===== config.mk =====
export PLATFORM = sky130hd
export DESIGN_NAME = vermibus_router
export DESIGN_NICKNAME = d
export VERILOG_FILES = /design/src/rtl/vermibus_router_pkg.sv /design/src/rtl/vermibus_addr_decoder.sv /design/src/rtl/vermibus_router.sv
export SDC_FILE = /design/constraint.sdc
export NUM_CORES = 1
export LEC_CHECK = 0
export ABC_AREA = 1
export CAP_MARGIN = 20
export CORE_AREA = 2 2 109 111
export DETAILED_ROUTE_END_ITERATION = 7
export DIE_AREA = 0 0 111 113
export HOLD_SLACK_MARGIN = 0.1
export PLACE_DENSITY_LB_ADDON = 0.12
export SYNTH_ARGS = -nofsm -noshare
export SYNTH_HDL_FRONTEND = slang
export SYNTH_HIERARCHICAL = 1
export SYNTH_SLANG_ARGS = --single-unit

===== constraint.sdc =====
create_clock -name clk -period 2.6 [get_ports clk]
set_input_delay 0.52 -clock clk [delete_from_list [all_inputs] [get_ports clk]]
set_output_delay 0.52 -clock clk [all_outputs]
set_load 0.03 [all_outputs]

===== src/rtl/vermibus_router_pkg.sv =====
// Shared constants and types for the Vermibus router and its address decoder.
package vermibus_router_pkg;

    localparam int DEV_TAG_BITS = 8;
    localparam int DEV_TAG_LSB  = 24;

    localparam logic [31:0] DEFAULT_RDATA_C = 32'h0000_0000;
    localparam logic [31:0] ERROR_RDATA_C   = 32'hDEAD_BEEF;

    typedef enum logic [1:0] {
        IDLE  = 2'd0,
        WAIT  = 2'd1,
        ABORT = 2'd2
    } router_state_t;

endpackage


===== src/rtl/vermibus_addr_decoder.sv =====
// Combinational tag decoder: maps an address tag to {hit, index}; on duplicate tags the lowest index wins.
module vermibus_addr_decoder
    import vermibus_router_pkg::*;
#(
    parameter int                      N_DEVICES = 3,
    parameter int                      IDX_W     = 2,
    parameter logic [DEV_TAG_BITS-1:0] DEV_ADDRESS [N_DEVICES] = '{8'h00, 8'h10, 8'h20}
) (
    input  logic [DEV_TAG_BITS-1:0] tag,
    output logic                    hit,
    output logic [IDX_W-1:0]        index
);

    // Scanning downward lets the lowest matching index overwrite any higher one.
    always_comb begin
        hit   = 1'b0;
        index = '0;
        for (int i = N_DEVICES - 1; i >= 0; i--) begin
            if (tag == DEV_ADDRESS[i]) begin
                hit   = 1'b1;
                index = IDX_W'(i);
            end
        end
    end

endmodule


===== src/rtl/vermibus_router.sv =====
// Vermibus interconnect: one manager to N_DEVICES subordinates, routed by address[31:24].
// Optional stall abort is enabled by defining VERMIBUS_ROUTER_TIMEOUT_EN.
module vermibus_router
    import vermibus_router_pkg::*;
#(
    parameter int                      N_DEVICES      = 3,
    parameter logic [DEV_TAG_BITS-1:0] DEV_ADDRESS [N_DEVICES] = '{8'h00, 8'h10, 8'h20},
    parameter int                      TIMEOUT_CYCLES = 256,
    parameter logic [31:0]             DEFAULT_RDATA  = DEFAULT_RDATA_C,
    parameter logic [31:0]             ERROR_RDATA    = ERROR_RDATA_C
) (
    input  logic                       clk,
    input  logic                       reset,
    input  logic                       m_valid,
    input  logic [31:0]                m_address,
    input  logic [3:0]                 m_wstrobe,
    input  logic [31:0]                m_wdata,
    output logic [31:0]                m_rdata,
    output logic                       m_ready,
    output logic [N_DEVICES-1:0]       s_valid,
    output logic [31:0]                s_address,
    output logic [3:0]                 s_wstrobe,
    output logic [31:0]                s_wdata,
    input  logic [N_DEVICES-1:0][31:0] s_rdata,
    input  logic [N_DEVICES-1:0]       s_ready,
    output logic                       err_unmapped,
    output logic                       err_timeout,
    input  logic                       err_clear
);

    localparam int IDX_W = (N_DEVICES > 1) ? $clog2(N_DEVICES) : 1;

    router_state_t    state, next_state;
    logic [IDX_W-1:0] sel_q;
    logic [IDX_W-1:0] dec_index;
    logic             dec_hit;
    logic             set_unmapped;
    logic             start_wait;
    logic             wait_stall;

    assign s_address = m_address;
    assign s_wstrobe = m_wstrobe;
    assign s_wdata   = m_wdata;

    vermibus_addr_decoder #(
        .N_DEVICES   (N_DEVICES),
        .IDX_W       (IDX_W),
        .DEV_ADDRESS (DEV_ADDRESS)
    ) u_decoder (
        .tag   (m_address[DEV_TAG_LSB +: DEV_TAG_BITS]),
        .hit   (dec_hit),
        .index (dec_index)
    );

`ifdef VERMIBUS_ROUTER_TIMEOUT_EN
    localparam int CNT_W = $clog2(TIMEOUT_CYCLES + 1);
    logic [CNT_W-1:0] cnt;
    logic             cnt_expired;
    assign cnt_expired = (cnt == CNT_W'(TIMEOUT_CYCLES - 1));
`endif

    always_comb begin
        next_state   = state;
        s_valid      = '0;
        m_ready      = 1'b0;
        m_rdata      = DEFAULT_RDATA;
        set_unmapped = 1'b0;
        start_wait   = 1'b0;
        wait_stall   = 1'b0;
        case (state)
            IDLE: begin
                if (dec_hit) begin
                    s_valid[dec_index] = m_valid;
                    m_ready            = m_valid & s_ready[dec_index];
                    m_rdata            = s_rdata[dec_index];
                    if (m_valid && !s_ready[dec_index]) begin
                        next_state = WAIT;
                        start_wait = 1'b1;
                    end
                end else begin
                    m_ready      = m_valid;
                    set_unmapped = m_valid;
                end
            end
            WAIT: begin
                // The latched target owns the bus until completion; the address is not re-decoded.
                s_valid[sel_q] = m_valid;
                m_ready        = m_valid & s_ready[sel_q];
                m_rdata        = s_rdata[sel_q];
                if (!m_valid || s_ready[sel_q]) begin
                    next_state = IDLE;
                end else begin
                    wait_stall = 1'b1;
`ifdef VERMIBUS_ROUTER_TIMEOUT_EN
                    if (cnt_expired) next_state = ABORT;
`endif
                end
            end
`ifdef VERMIBUS_ROUTER_TIMEOUT_EN
            ABORT: begin
                m_ready    = 1'b1;
                m_rdata    = ERROR_RDATA;
                next_state = IDLE;
            end
`endif
            default: next_state = IDLE;
        endcase
    end

    always_ff @(posedge clk) begin
        if (reset) begin
            state        <= IDLE;
            sel_q        <= '0;
            err_unmapped <= 1'b0;
        end else begin
            state        <= next_state;
            if (start_wait) sel_q <= dec_index;
            err_unmapped <= set_unmapped | (err_unmapped & ~err_clear);
        end
    end

`ifdef VERMIBUS_ROUTER_TIMEOUT_EN
    // Counter saturates at all-ones so a very long stall can never wrap back below the limit.
    always_ff @(posedge clk) begin
        if (reset) begin
            cnt         <= '0;
            err_timeout <= 1'b0;
        end else begin
            if (start_wait) begin
                cnt <= CNT_W'(1);
            end else if (wait_stall && cnt != '1) begin
                cnt <= cnt + CNT_W'(1);
            end
            err_timeout <= (state == ABORT) | (err_timeout & ~err_clear);
        end
    end
`else
    assign err_timeout = 1'b0;
    logic unused_stall;
    assign unused_stall = wait_stall;
`endif

endmodule


==> results of run 1 <==
final cells by class:
type	instances	share of cell area [%]
multi-input combinational	152	25.92
timing repair buffer	189	59.03
tap	143	5.326
sequential	4	2.384
clock buffer	3	2.235
inverter	45	5.102
layout by cell type, fill, tap and decap left out, drive strengths merged:
cell	instances
buf	75
nand3	2
inv	45
dfxtp	4
a22oi	1
nor2	20
o22ai	1
a31oi	1
nand4	1
clkdlybuf4s50	111
nand2	89
o21ai	2
clkbuf	6
conb	1
a21oi	2
o211ai	32
what timing repair did:
action	4_1_cts	5_1_grt
setup endpoints to repair	36	22
resized for setup	53	22
pin swaps	10	19
gates cloned	5	2
hold buffers	0	0
setup buffers	9	7
logic make-up after synthesis:
| family | after synthesis | share of synthesized area (%) |
|---|---|---|
| and+or+nand+nor | 112 | 26.66 |
| buffers and inverters | 123 | 46.08 |
| other | 1 | 0.2257 |
| AOI/OAI and AO/OA | 39 | 22.21 |
| DFF | 4 | 4.819 |
registers in the layout (all words and copies together) (netlist names):
register and cells:
sel_q 2, state 1, err_unmapped 1
stage by stage:
stage                     total power [mW]  hold slack, ns  worst slack, ns  instance area [um2]  instances
final                               0.5664          0.4834          0.06658                 3359        536
after global routing                0.5928          0.5007         -0.05150                 3359        536
after CTS                           0.5644          0.4936        0.0009122                 3197        528
after detailed placement            0.3139          0.4790          -0.3457                 2883        511
after global placement              0.3141          0.4636          -0.3167                 2883        511
after floorplan                     0.2996          0.5537           0.2173                 1662        279
critical path, delay by kind of cell:
kind / cells / cell delay, ns
AND/OR/NAND/NOR: 4 / 0.34
AO/OA/AOI/OAI: 2 / 0.29
buffers and inverters: 7 / 0.86
per-layer routing:
metal	up-vias	global-route usage, %	routed length [um]
li1	1028	-	-
met1	888	12.09	2732
met2	91	20.33	3671
met3	24	2.035	494
met4	0	4.500	223
met5	-	0	0
power groups by stage:
stage          clock network [mW]  registers, mW  logic [mW]
3_3_place_gp                    0         0.0645       0.250
3_5_place_dp                    0         0.0646       0.249
5_1_grt                     0.250         0.0639       0.279
2_1_floorplan                   0         0.0665       0.233
6_report                    0.242         0.0638       0.261
4_1_cts                     0.245         0.0639       0.256
how the worst max path moves through the flow:
stage / to / slack (ns) / cells past startpoint
6_report: m_rdata[7] / 0.07 / 13
5_1_grt: m_rdata[7] / -0.05 / 13
4_1_cts: m_rdata[7] / 0.0009 / 13
3_5_place_dp: m_rdata[29] / -0.35 / 13
3_3_place_gp: m_rdata[29] / -0.32 / 13
2_1_floorplan: s_valid[1] / 0.22 / 8
==> impl_metrics.ini, run 1 <==
[placed_design]
dpl.hpwl_mm = 5.359
place.gp.congestion = 0.7543
numPortBuffers = 155

[worst_setup_path]
r2r-start = state[0]$_SDFFE_PP0P_
rrSetupSlack_ns = 1.09
slowest_stage = o211ai_1
cp-end-kind = primary output
path_max_fanout = 5
r2r.worst_path.cells = 10
cp-start-kind = primary input
max_stage_delay_ns = 0.23
crit_path_frequent_cell = buf_6
setup.worst_path.start = m_address[31]
cp.required_ns = 2.08
crit_type = primary input to primary output
arrival_ns = 2.01
cp_cell_sequence = buf_8 -> nor2_4 -> nand2_1 -> nor2_2 -> buf_6 -> nand2_4 -> inv_4 -> buf_6 -> a22oi_4 -> buf_6 -> buf_12 -> o211ai_1 -> clkbuf_16
r2r-end = sel_q[0]$_SDFFE_PP0P_

[power_and_ir_drop]
power_density_nw_per_um2 = 168.6
internal_power_mw = 0.4381
leakagePower_nw = 1.486
vdd_ir_drop_max_mv = 0.3301
p_switching_mw = 0.1284
switching_share_pct = 22.66
comb_power_share_pct = 46.0
pwr-share-seq_pct = 11.3
pwr-share-clk_pct = 42.7

[min_path]
hold_start = err_unmapped$_SDFF_PP0_
worstHoldPathCells = 2
hp-class = flop to flop
hold-path-endpoint = err_unmapped$_SDFF_PP0_

[global_route]
overflow = 0
antenna_found_initial = 0
grt_max_degree = 17
track_usage_pct = 10.87
grt_first_pass_wirelength_mm = 11.00
grt_pass1_vias = 2145

[floorplanning]
io_pins = 277
die-area_um2 = 12540
initial_core_util_pct = 14.74
die_h_um = 113
core_area_um2 = 11270
rows = 39
die_w_um = 111

[yosys]
synth_top_area_share_pct = 31.63
ys_seq_elements = 4
synth_enable_flop_cells = 0
synth-seq-area-share_pct = 4.819
ys_warn_count = 6
synthesis.nets = 450
synth_top_area_cell = buf_4
postSynth.asyncResetShare_pct = 0
synthCells = 279
synth.avg_cell_area_um2 = 5.956
ys.flop_type = dfxtp_1
synth.most_common_cell = nand2_1
synthTopCellsByCount = nand2_1, buf_4, inv_1
ys_types = 22
yosys-top-cells-area = buf_4, nand2_1, o211ai_1
syn_area_um2 = 1662

[routing]
vias_per_cell = 3.789
routedWlPerCell_um = 13.29
vias = 2031
wl_mm = 7.122
drt_first_pass_iters = 4
drcViolationCount = 0
ant_nets = 0
first_iter_violations = 47

[cells_and_area]
nFillCells = 1217
seq_area_um2 = 80.08
final_util_pct = 29.80
multi_input_area_um2 = 870.8
layout.nets = 566
antenna_cells = 0
areaGrowthSynthToFinish_pct = 102.2
layout-drive-gt1-share_pct = 28.75

[run]
max-cap-violations = 0

[timing]
setup-tns-final_ns = 0
fin_skew_ns = 0.002632
hold_violations = 0
fin_crit_sh_pct = 97.44
slew_viol_final = 0
period_minus_slack_ns = 2.533
setup-violations-final = 0
grt_setup_unrepaired = true
clock.fmax_ghz = 0.3947

[clock_tree]
clk_pin_slew_worst_paths_ns = 0.03
cts.path.max_buffers = 2
cts_sinks = 4
clockRootBuffer = clkbuf_16
cts_tree = built
clk_latency_ns = 0.23
cts_buffers = 3
htree_levels = 1

[status]
run_status = finished, final reports clean
Power figures use the tool's default switching activity.
==> run 2, diff against run 1 <==
--- a/config.mk
+++ b/config.mk
@@ -7,12 +7,12 @@
 export LEC_CHECK = 0
 export ABC_AREA = 1
 export CAP_MARGIN = 20
-export CORE_AREA = 2 2 109 111
+export CORE_AREA = 2 2 106 108
 export DETAILED_ROUTE_END_ITERATION = 7
-export DIE_AREA = 0 0 111 113
+export DIE_AREA = 0 0 108 110
+export DONT_BUFFER_PORTS = 1
 export HOLD_SLACK_MARGIN = 0.1
 export PLACE_DENSITY_LB_ADDON = 0.12
 export SYNTH_ARGS = -nofsm -noshare
 export SYNTH_HDL_FRONTEND = slang
-export SYNTH_HIERARCHICAL = 1
 export SYNTH_SLANG_ARGS = --single-unit
==> impl_metrics.ini, run 2 <==
[clock_tree]
cts_setup_buffers = 0
cts_buffers = 3
clockRootBuffer = clkbuf_8
cts_sinks = 4
cts_tree = built
cts_resized = 0
cts_hold_buf = 0
cts.path.max_buffers = 2
clk_pin_slew_worst_paths_ns = 0.04
htree_levels = 1
clk_latency_ns = 0.22

[cells_and_area]
nFillCells = 1245
largest_reg_flops = 2
layout-drive-gt1-share_pct = 17.34
layout_common_cells = nand2_1, a21oi_1, buf_4, inv_1, nor2_1
layout.nets = 571
layout.cells.most_common = nand2_1
antenna_cells = 0
reg_top3 = sel_q: 2 flops, err_unmapped: 1 flops, state: 1 flops
final_area_um2 = 2401
final_util_pct = 22.44
areaGrowthSynthToFinish_pct = -2.885
regMostFlops = sel_q

[floorplanning]
die_h_um = 110
core_area_um2 = 10700
rows = 38
die-area_um2 = 11880
io_pins = 277
initial_core_util_pct = 23.11
die_w_um = 108

[power_and_ir_drop]
vdd_ir_drop_max_mv = 0.06600
leakagePower_nw = 1.031
power_density_nw_per_um2 = 127.6
finalPower_mw = 0.3064

[worst_setup_path]
cp-end-kind = primary output
r2r-end = state[0]$_SDFFE_PP0P_
cp_cell_sequence = inv_1 -> nand2_1 -> nor2_4 -> nand3_4 -> nand2_4 -> buf_4 -> nor2_1 -> o31ai_1 -> buf_4
worst-path-buf-inv = 3
cp.depth = 9
r2r-start = sel_q[1]$_SDFFE_PP0P_
crit_path_frequent_cell = buf_4
arrival_ns = 1.89
critical-path-top-delay-family = simple AND/OR/NAND/NOR gates
slowest_stage = nand2_4
path_max_fanout = 19
worstSetupEndpoint = m_rdata[2]
cp-start-kind = primary input
cp.required_ns = 2.08
setup.worst_path.start = m_address[26]
crit_type = primary input to primary output
rrSetupSlack_ns = 1.09
r2r.worst_path.cells = 6
max_stage_delay_ns = 0.26

[global_route]
grt_first_pass_wirelength_mm = 15.46
overflow = 0
antenna_found_initial = 0
grt_pass1_vias = 2904
track_usage_pct = 16.68
grt_max_degree = 33

[status]
run_status = finished, final reports clean

[yosys]
ys.flop_type = dfxtp_1
syn_area_um2 = 2472
ys_seq_elements = 4
synthesis.nets = 616
synthCells = 445
ys_types = 30
ys_warn_count = 0
synth_top_area_share_pct = 21.86
yosys-top-cells-area = buf_4, nand2_1, a21oi_1
synth.most_common_cell = nand2_1
postSynth.asyncResetShare_pct = 0
synth-seq-area-share_pct = 3.239
synthTopCellsByCount = nand2_1, buf_4, a21oi_1
synth_enable_flop_cells = 0
synth.avg_cell_area_um2 = 5.556
synth_top_area_cell = buf_4

[timing]
setup-violations-final = 0
fin_skew_ns = 0.004633
period_minus_slack_ns = 2.409
tightestPinTransition_ns = 0.6266
grt_setup_unrepaired = false
relSlewSlack_pct = 57.95
slew_viol_final = 0
setup-tns-final_ns = 0
hold_violations = 0
fin_crit_sh_pct = 92.66
clock.fmax_ghz = 0.4151

[routing]
vias = 2827
drcViolationCount = 0
wl_mm = 10.36
drt_first_pass_iters = 4
first_iter_violations = 184
ant_nets = 0
vias_per_cell = 5.255
routedWlPerCell_um = 19.25

[placed_design]
dpl.hpwl_mm = 7.740
dpl_cell_area_um2 = 2351
place.gp.congestion = 0.7472
numPortBuffers = 0

[min_path]
worstHoldPathCells = 1
hp-class = primary input to flop

[run]
max-cap-violations = 0
[run 2: worst min path at each step]
stage / slack [ns] / end / startpoint
6_report: 0.36 / err_unmapped$_SDFF_PP0_ / reset
5_1_grt: 0.36 / state[0]$_SDFFE_PP0P_ / reset
4_1_cts: 0.36 / err_unmapped$_SDFF_PP0_ / reset
3_5_place_dp: 0.58 / sel_q[1]$_SDFFE_PP0P_ / sel_q[1]$_SDFFE_PP0P_
3_3_place_gp: 0.58 / sel_q[1]$_SDFFE_PP0P_ / sel_q[1]$_SDFFE_PP0P_
2_1_floorplan: 0.54 / sel_q[1]$_SDFFE_PP0P_ / sel_q[1]$_SDFFE_PP0P_
[run 2: cells by family after synthesis]
group / synth area share [%]
buffers and inverters: 34.61
AO/OA/AOI/OAI: 35.93
other: 0.1517
AND/OR/NAND/NOR: 26.06
flip-flops: 3.239
[run 2: layer usage]
metal  vias up  wire length, um  track usage (%)
met1      1286             4030            19.47
met4         0              201            5.495
met3        30             1122            3.998
met2       172             5002            29.96
li1       1339                -                -
met5         -                0                0
[run 2: layout make-up]
cell class,instances,area (um2),area share [%]
clock buffer,3,41.29,1.720
timing repair buffer,46,370.4,15.42
tap,140,175.2,7.295
multi-input combinational,295,1541,64.20
sequential,4,80.08,3.335
inverter,50,192.7,8.025
[run 2: worst register-to-register path: stages (launching register included)]
cell and delay (ns):
dfxtp_1 0.35, inv_1 0.13, nand2_4 0.21, clkinvlp_4 0.27, a22oi_1 0.24, nand4_1 0.10, a21oi_1 0.14
[run 2: through the flow]
stage / setup slack [ns] / cells / hold WS [ns]
final: 0.1907 / 538 / 0.3649
after global routing: 0.04163 / 538 / 0.3625
after CTS: 0.1329 / 538 / 0.3606
after detailed placement: 0.1760 / 535 / 0.5799
after global placement: 0.2045 / 535 / 0.5796
after floorplan: 0.09756 / 445 / 0.5412
[run 2: power by group]
group / switching [mW] / internal (mW)
combinational: 0.0625 / 0.0433
clock: 0.0356 / 0.0990
sequential: 0.00299 / 0.0630
total: 0.101 / 0.205
